`src/rtl/dii_package.sv`:
```
// Shared DII flit type used by every debug module and the ring/router ports.
package dii_package;

    typedef struct packed {
        logic        valid;
        logic        last;
        logic [15:0] data;
    } dii_flit;

endpackage

```
`src/rtl/osd_rr_select.sv`:
```
// Combinational round-robin first-valid search.
// Scans req starting at ptr, ptr+1, ... (mod N) and reports the first set index.
module osd_rr_select #(
    parameter int N = 4
) (
    input  logic [N-1:0]         req,
    input  logic [$clog2(N)-1:0] ptr,
    output logic [$clog2(N)-1:0] gnt_idx,
    output logic                 any
);

    localparam int IW = $clog2(N);

    logic [IW-1:0] cand_idx [N];
    logic [N-1:0]  cand_req;

    // Candidate gi is the index reached after gi steps from ptr, wrapped at N
    // (N need not be a power of two, so a plain bit-width wrap is not enough).
    for (genvar gi = 0; gi < N; gi++) begin : g_cand
        logic [IW:0] sum;
        assign sum           = {1'b0, ptr} + (IW+1)'(gi);
        assign cand_idx[gi]  = (sum >= (IW+1)'(N)) ? IW'(sum - (IW+1)'(N)) : sum[IW-1:0];
        assign cand_req[gi]  = req[cand_idx[gi]];
    end

    // Lowest offset from ptr wins: scan from the far end so nearer hits overwrite.
    always_comb begin
        gnt_idx = '0;
        any     = 1'b0;
        for (int k = N - 1; k >= 0; k--) begin
            if (cand_req[k]) begin
                gnt_idx = cand_idx[k];
                any     = 1'b1;
            end
        end
    end

endmodule

```
`src/rtl/osd_dii_pkt_arbiter.sv`:
```
// Packet-atomic round-robin arbiter sharing one DII output among N debug
// modules. The output stays locked to one source from first flit to last;
// packets longer than MAX_PKT_LEN are cut (last forced) and their tail dropped.
module osd_dii_pkt_arbiter
    import dii_package::*;
#(
    parameter int N           = 4,
    parameter int MAX_PKT_LEN = 8
) (
    input  logic                 clk,
    input  logic                 rst,
    input  dii_flit              in_flit [N],
    output logic [N-1:0]         in_ready,
    output dii_flit              out_flit,
    input  logic                 out_ready,
    output logic                 err_overlen,
    output logic [$clog2(N)-1:0] err_src
);

    localparam int GW = $clog2(N);
    localparam int CW = $clog2(MAX_PKT_LEN + 1);
    localparam logic [CW-1:0] CNT_LAST = CW'(MAX_PKT_LEN - 1);

    typedef enum logic [1:0] {
        S_IDLE,
        S_LOCK,
        S_DROP
    } state_t;

    state_t          state_reg, state_next;
    logic [GW-1:0]   grant_reg, grant_next;
    logic [GW-1:0]   rr_ptr_reg, rr_ptr_next;
    logic [CW-1:0]   cnt_reg, cnt_next;
    logic            err_overlen_reg, err_overlen_next;
    logic [GW-1:0]   err_src_reg, err_src_next;

    logic [N-1:0]    req;
    logic [GW-1:0]   rr_gnt;
    logic            rr_any;
    dii_flit         sel_flit;
    logic            at_limit;

    for (genvar gi = 0; gi < N; gi++) begin : g_req
        assign req[gi] = in_flit[gi].valid;
    end

    osd_rr_select #(
        .N (N)
    ) u_rr_select (
        .req     (req),
        .ptr     (rr_ptr_reg),
        .gnt_idx (rr_gnt),
        .any     (rr_any)
    );

    assign sel_flit    = in_flit[grant_reg];
    // The flit currently offered is the MAX_PKT_LEN-th of the packet.
    assign at_limit    = (cnt_reg == CNT_LAST);
    assign err_overlen = err_overlen_reg;
    assign err_src     = err_src_reg;

    // State and bookkeeping registers; reset abandons any packet in flight.
    always_ff @(posedge clk) begin
        if (rst) begin
            state_reg       <= S_IDLE;
            grant_reg       <= '0;
            rr_ptr_reg      <= '0;
            cnt_reg         <= '0;
            err_overlen_reg <= 1'b0;
            err_src_reg     <= '0;
        end else begin
            state_reg       <= state_next;
            grant_reg       <= grant_next;
            rr_ptr_reg      <= rr_ptr_next;
            cnt_reg         <= cnt_next;
            err_overlen_reg <= err_overlen_next;
            err_src_reg     <= err_src_next;
        end
    end

    // Next-state logic plus the combinational output mux / ready steering.
    always_comb begin
        state_next       = state_reg;
        grant_next       = grant_reg;
        rr_ptr_next      = rr_ptr_reg;
        cnt_next         = cnt_reg;
        err_overlen_next = 1'b0;
        err_src_next     = err_src_reg;
        out_flit         = '0;
        in_ready         = '0;

        case (state_reg)
            S_IDLE: begin
                // One bubble cycle: pick a winner, forward nothing yet.
                if (rr_any) begin
                    grant_next  = rr_gnt;
                    rr_ptr_next = (rr_gnt == GW'(N - 1)) ? '0 : rr_gnt + 1'b1;
                    cnt_next    = '0;
                    state_next  = S_LOCK;
                end
            end

            S_LOCK: begin
                in_ready[grant_reg] = out_ready;
                if (sel_flit.valid) begin
                    out_flit = sel_flit;
                    if (at_limit) begin
                        out_flit.last = 1'b1;
                    end
                end
                if (sel_flit.valid && out_ready) begin
                    if (!at_limit) begin
                        cnt_next = cnt_reg + 1'b1;
                    end
                    if (sel_flit.last) begin
                        // A genuine last on the final allowed flit is not an error.
                        state_next = S_IDLE;
                    end else if (at_limit) begin
                        err_overlen_next = 1'b1;
                        err_src_next     = grant_reg;
                        state_next       = S_DROP;
                    end
                end
            end

            S_DROP: begin
                // Swallow the rest of the overlong packet so the source unblocks.
                in_ready[grant_reg] = 1'b1;
                if (sel_flit.valid && sel_flit.last) begin
                    state_next = S_IDLE;
                end
            end

            default: begin
                state_next = S_IDLE;
            end
        endcase
    end

endmodule

```
`config.mk`:
```
export PLATFORM = sky130hd
export DESIGN_NAME = osd_dii_pkt_arbiter
export DESIGN_NICKNAME = d
export VERILOG_FILES = /design/src/rtl/dii_package.sv /design/src/rtl/osd_rr_select.sv /design/src/rtl/osd_dii_pkt_arbiter.sv
export SDC_FILE = /design/constraint.sdc
export NUM_CORES = 1
export LEC_CHECK = 0
export BUFFER_PORTS_ARGS = -buffer_cell sky130_fd_sc_hd__buf_4
export CORE_ASPECT_RATIO = 0.5
export CORE_MARGIN = 3
export CORE_UTILIZATION = 35
export DETAILED_ROUTE_END_ITERATION = 8
export PLACE_DENSITY_LB_ADDON = 0.15
export SLEW_MARGIN = 20
export SYNTH_ARGS = -nofsm -noshare
export SYNTH_HDL_FRONTEND = slang
export SYNTH_SLANG_ARGS = --single-unit
```
`constraint.sdc`:
```
create_clock -name clk -period 3.9 [get_ports clk]
set_input_delay 0.78 -clock clk [delete_from_list [all_inputs] [get_ports clk]]
set_output_delay 0.78 -clock clk [all_outputs]
set_load 0.02 [all_outputs]
```
==> impl_metrics.yaml, run 1 <==
logic_synthesis:
  netlist_area_um2: 1280
  synthSimpleGateAreaFrac: 0.227
  yosysWarningCount: 0
  synth_adder_area_share: 0.0392
  synth_nets: 210
  synth_compound_area_frac: 0.0921
  synth-xor-area-share: 0.0206
  synth.area.top_cells: "mux4_2, dfxtp_1, and3_1"
  synth_top_area_frac: 0.317
  synth_top_flop_cell: "dfxtp_1"
  synthTopCellsByCount: "mux4_2, and3_1, nor2_1, dfxtp_1, nand2_1"
  netlist_instances: 131
  synth-seq-cells: 13
  yosysSeqAreaShare: 0.204
  synth.mux.area_fraction: 0.357
  synth_top_family_by_area: "multiplexers"
  synthArstFlopShare: 0
  synth_top_cell_by_area: "mux4_2"
  synth.most_common_cell: "mux4_2"
  synth_edf_count: 0
  ys_types: 30
  synth_area_per_cell_um2: 9.75
clocking:
  cts.sinks: 13
  tritoncts: "yes"
  cts_setup_buffers: 0
  cts_resized: 0
  cts-root-buf: "clkbuf_8"
  cts_max_level: 1
  hold_buffers: 0
  clk_pin_slew_ns: 0.06
  clock_path_buffers: 2
  clock_latency_ns: 0.24
  numCtsBuffers: 3
drt:
  wl_per_cell_um: 16.6
  drc: 0
  drt_iter0_markers: 92
  wl_um: 4550
  drtPass1Iterations: 4
  drtAntennaViolNets: 0
  vias_per_cell: 5.21
  vias: 1421
place:
  gp_congestion: 0.767
  dp.cells: 269
  dpl.hpwl_um: 3680
  portBuffers: 99
  dp_slack_ns: 1.14
timing:
  fmax_mhz: 338
  tns_ns: 0
  worst_slack_ns: 0.939
  slew_violations: 0
  fin_crit_ns: 2.96
  hold_viol: 0
  fin_skew_ns: 0.00318
  worstMarginPinSlew_ns: 0.692
  setup_viol: 0
  finalCritPeriodShare: 0.759
  slew_headroom: 0.532
  rsz0062_at_grt: "no"
grt:
  gr-total-overflow: 0
  grt_pass1_wl_um: 7000
  grt_start_max_net_pins: 24
  grt.total_usage: 0.195
  grt_pass1_vias: 1374
  antenna_found_initial: 0
final_layout:
  layout-drive-gt1-share: 0.547
  nNetsFinal: 305
  syn_to_final_growth_pct: 63.0
  largest_reg_flops: 4
  post_layout_nonfiller_instances: 273
  final_core_util: 0.642
  diodes: 0
floorplanning:
  die_x_um: 91.4
  core_area_um2: 3240
  die_area_um2: 4450
  initial_utilization: 0.394
  rows: 14
  die_y_um: 48.7
  pin_count: 100
hold_path:
  hold_start: "err_src[1]$_SDFFE_PP0P_"
  worstHoldEndpoint: "err_src[1]$_SDFFE_PP0P_"
  min_path_cells: 2
  worstHoldPathType: "reg -> reg"
critical_path:
  cp_max_fo: 15
  worstSetupStartpointType: "register"
  reg2reg_to: "cnt_reg[3]$_SDFFE_PP0P_"
  crit_path_start: "grant_reg[0]$_SDFFE_PP0P_"
  reg2reg_from: "grant_reg[0]$_SDFFE_PP0P_"
  endpoint_kind: "output pin"
  r2r_cells: 5
  r2r_slack_ns: 1.53
  cp.required_ns: 3.12
  critPathArrivalTime_ns: 2.18
  path_class: "reg -> out"
power_and_ir_drop:
  leakagePower_nw: 1.03
  power_per_cell_area_nw_per_um2: 462
  irDropWorstVdd_mv: 0.235
  fin_total_pwr_mw: 0.963
status:
  status: "completed"
run:
  max_cap_viol_count: 0
kinds of logic after synthesis:
kind of cell / Yosys count
adder cells (fa/ha/maj): 4
AND/OR/NAND/NOR: 55
multiplexers: 23
flip-flops: 13
XOR/XNOR: 3
AO/OA/AOI/OAI: 17
buffers and inverters: 16
how the worst max path moves through the flow:
stage,to,slack (ns),cells past startpoint
floorplan,out_flit[10],1.32,4
global placement,out_flit[8],1.15,4
detailed placement,out_flit[12],1.14,4
CTS,out_flit[12],0.88,4
global route,out_flit[8],0.75,4
finish,out_flit[12],0.94,4
per-stage QoR:
| step | hold slack (ns) | cell area [µm²] |
|---|---|---|
| 2_1_floorplan | 0.449 | 1280 |
| 3_3_place_gp | 0.467 | 2040 |
| 3_5_place_dp | 0.497 | 2040 |
| 4_1_cts | 0.509 | 2080 |
| 5_1_grt | 0.557 | 2080 |
| 6_report | 0.498 | 2080 |
worst max-delay path: stages (launching register included):
cell and delay (ns):
dfxtp_1 0.70, buf_4 0.36, mux4_2 0.52, and3_1 0.20, buf_4 0.16
where the power goes:
part	switching (mW)	total (mW)	leakage, nW	internal, mW
Clock	0.0468	0.119	0.0228	0.0721
Combinational	0.314	0.638	0.902	0.324
Sequential	0.0468	0.206	0.106	0.159
Total	0.408	0.963	1.03	0.555
metal layers:
| layer | track usage | share of wire | up-vias |
|---|---|---|---|
| met5 | 0 | 0 | - |
| met4 | 0.0425 | 0.0079 | 0 |
| met3 | 0.0248 | 0.066 | 4 |
| met2 | 0.340 | 0.48 | 60 |
| met1 | 0.260 | 0.44 | 672 |
| li1 | - | - | 685 |
layout make-up:
class / instances / area [µm²]
inverter: 5 / 18.8
fill: 278 / 1160
multi-input combinational: 102 / 940
tap: 48 / 60.1
timing repair buffer: 101 / 758
clock buffer: 4 / 45.0
sequential: 13 / 260
layout by cell type (no fill, tap or decap), types with 2 or more instances in the layout:
| cell type | instances |
|---|---|
| xor2_1 | 3 |
| clkbuf_8 | 3 |
| inv_1 | 5 |
| o22ai_1 | 2 |
| nor2_1 | 15 |
| ha_1 | 4 |
| mux4_2 | 18 |
| mux2i_1 | 5 |
| nor3_1 | 2 |
| a211oi_1 | 3 |
| buf_4 | 101 |
| o21ai_0 | 2 |
| nand2b_1 | 2 |
| nor2b_1 | 5 |
| dfxtp_1 | 13 |
| and3_1 | 17 |
| nand2_1 | 8 |
| a21oi_1 | 5 |
No activity file was read; power rests on OpenSTA's default activity.
==> run 2, diff against run 1 <==
--- a/config.mk
+++ b/config.mk
@@ -5,6 +5,7 @@
 export SDC_FILE = /design/constraint.sdc
 export NUM_CORES = 1
 export LEC_CHECK = 0
+export ABC_AREA = 1
 export BUFFER_PORTS_ARGS = -buffer_cell sky130_fd_sc_hd__buf_4
 export CORE_ASPECT_RATIO = 0.5
 export CORE_MARGIN = 3
==> constraint.sdc (replaced) <==
create_clock -name clk -period 2.51 [get_ports clk]
set_input_delay 0.502 -clock clk [delete_from_list [all_inputs] [get_ports clk]]
set_output_delay 0.502 -clock clk [all_outputs]
set_load 0.02 [all_outputs]
==> impl_metrics.yaml, run 2 <==
critical_path:
  endpoint_kind: "output pin"
  critPathTopFamily: "buffers and inverters"
  cp.required_ns: 2.01
  path_class: "reg -> out"
  worstSetupStartpointType: "register"
  critPathArrivalTime_ns: 1.84
  cpMaxStageDelayCell: "dfxtp_1"
  cp_common_cell: "inv_2"
  critPathMaxStageDelay_ns: 0.33
  cp_cell_sequence: "inv_2, nand2_1, inv_2, a21oi_1, nand2_2, inv_2, nor2_4, inv_2, a31oi_1, buf_4"
  reg2reg_from: "state_reg[1]$_SDFFE_PP0P_"
  path_buf_inv: 5
  reg2reg_to: "cnt_reg[0]$_SDFFE_PP0P_"
  r2r_slack_ns: 0.66
  r2r_cells: 8
  cp_max_fo: 17
grt:
  grt_pass1_wl_um: 8500
  gr-total-overflow: 0
  grt.total_usage: 0.191
  antenna_found_initial: 0
  grt_pass1_vias: 1875
  grt_start_max_net_pins: 23
final_layout:
  nNetsFinal: 437
  diodes: 0
  syn_to_final_growth_pct: 51.1
  layout-drive-gt1-share: 0.401
  post_layout_nonfiller_instances: 411
  final_cell_mix: "buf_4, nand2_1, nor2_1, nand3_1, inv_1"
  final_common_cell: "buf_4"
  fin_area_um2: 2390
  largest_reg_flops: 4
clocking:
  cts_resized: 0
  cts.sinks: 13
  clock_path_buffers: 2
  cts_setup_buffers: 0
  clk_pin_slew_ns: 0.06
  numCtsBuffers: 3
  cts-root-buf: "clkbuf_8"
  cts_max_level: 1
  clock_latency_ns: 0.24
  tritoncts: "yes"
  hold_buffers: 0
timing:
  hold_viol: 0
  setup_viol: 0
  fmax_mhz: 426
  slew_headroom: 0.679
  tns_ns: 0
  fin_crit_ns: 2.35
  fin_skew_ns: 0.00382
  worstMarginPinSlew_ns: 0.477
  finalCritPeriodShare: 0.935
  slew_violations: 0
  rsz0062_at_grt: "no"
drt:
  drtAntennaViolNets: 0
  met1_length_um: 2540
  wl_um: 5440
  wl_per_cell_um: 13.2
  drtPass1Iterations: 4
  route.met2.wl_um: 2470
  vias: 2070
  topRoutingLayerUsed: "met4"
  wl_met3_um: 406
  drc: 0
  drt_iter0_markers: 66
  vias_per_cell: 5.04
floorplanning:
  rows: 16
  initial_utilization: 0.384
  die_x_um: 101
  core_area_um2: 4120
  pin_count: 100
  die_area_um2: 5410
  die_y_um: 53.6
logic_synthesis:
  netlist_area_um2: 1580
  synth.area.top_cells: "dfxtp_1, nand2_1, nand3_1"
  synth.most_common_cell: "nand2_1"
  synth_edf_count: 0
  yosysSeqAreaShare: 0.164
  ys_types: 29
  yosysWarningCount: 0
  synth_top_cell_by_area: "dfxtp_1"
  synthTopCellsByCount: "nand2_1, nand3_1, nor2_1, inv_1, a21oi_1"
  synth_top_area_frac: 0.164
  synth_area_per_cell_um2: 6.06
  synthArstFlopShare: 0
  synth_top_flop_cell: "dfxtp_1"
  synth_nets: 340
  synth-seq-cells: 13
  netlist_instances: 261
hold_path:
  hold_start: "cnt_reg[1]$_SDFFE_PP0P_"
  min_path_cells: 2
  worstHoldEndpoint: "cnt_reg[1]$_SDFFE_PP0P_"
  worstHoldPathType: "reg -> reg"
power_and_ir_drop:
  leakagePower_nw: 1.24
  power_per_cell_area_nw_per_um2: 823
  irDropWorstVdd_mv: 0.514
place:
  gp_congestion: 0.864
  dp.cells: 407
  placed_area_um2: 2340
  dpl.hpwl_um: 4410
  portBuffers: 99
status:
  status: "completed"
run:
  max_cap_viol_count: 0
[run 2: changes by cell type after synthesis, moves of 5 or more]
cell | before | now
a21oi_1 | 5 | 19
a221oi_1 | 0 | 7
a22oi_1 | 0 | 9
a31oi_1 | 0 | 7
and3_1 | 17 | 0
inv_1 | 5 | 22
inv_2 | 0 | 6
mux2i_1 | 5 | 0
mux4_2 | 18 | 0
nand2_1 | 8 | 69
nand2_2 | 0 | 10
nand3_1 | 1 | 27
nor2_1 | 15 | 27
nor2b_1 | 5 | 0
[run 2: tightest hold or removal path: cells and delay by family, from the launching register on]
kind,cells,cell delay (ns)
AO/OA/AOI/OAI,1,0.05
flip-flops,1,0.32
AND/OR/NAND/NOR,1,0.06
[run 2: metrics by stage]
stage	utilization	setup slack (ns)	power, mW	hold WS (ns)
floorplan	-	0.485	1.42	0.456
global placement	0.568	0.392	1.75	0.479
detailed placement	0.568	0.366	1.78	0.481
CTS	0.579	0.109	1.97	0.489
global route	0.580	0.00342	2.16	0.501
finish	0.580	0.164	1.97	0.483
[run 2: worst max path at each step]
stage | from | endpoint | slack, ns | depth (start not counted)
2_1_floorplan | state_reg[1]$_SDFFE_PP0P_ | out_flit[11] | 0.49 | 7
6_report | grant_reg[0]$_SDFFE_PP0P_ | out_flit[12] | 0.16 | 10
5_1_grt | grant_reg[0]$_SDFFE_PP0P_ | out_flit[1] | 0.003 | 10
3_3_place_gp | grant_reg[0]$_SDFFE_PP0P_ | out_flit[14] | 0.39 | 6
3_5_place_dp | in_flit[17] | out_flit[13] | 0.37 | 10
4_1_cts | grant_reg[1]$_SDFFE_PP0P_ | out_flit[13] | 0.11 | 10
[run 2: layout make-up]
| cell class | count | area (µm²) |
|---|---|---|
| Fill cell | 406 | 1730 |
| Sequential cell | 13 | 262 |
| Tap cell | 54 | 67.6 |
| Multi-Input combinational cell | 206 | 1110 |
| Clock buffer | 4 | 45.0 |
| Inverter | 30 | 124 |
| Timing Repair Buffer | 104 | 781 |
[run 2: power by group]
| part | switching, mW | internal, mW | total, mW |
|---|---|---|---|
| clock network | 0.0731 | 0.112 | 0.185 |
| registers | 0.0617 | 0.252 | 0.314 |
| logic | 0.919 | 0.552 | 1.47 |
[run 2: metal layers]
layer / vias up / track usage
met5: - / 0
met4: 0 / 0.0132
met3: 2 / 0.0336
met2: 66 / 0.332
met1: 941 / 0.260
li1: 1061 / -
[run 2: logic make-up (layout without fill, tap and decap cells)]
group / after synthesis / count (layout) / synth area share
compound gates: 49 / 49 / 0.203
fa+ha+maj: 4 / 4 / 0.0316
simple gates: 152 / 152 / 0.463
flops: 13 / 13 / 0.164
buf+inv: 42 / 138 / 0.132
xor+xnor: 1 / 1 / 0.00553
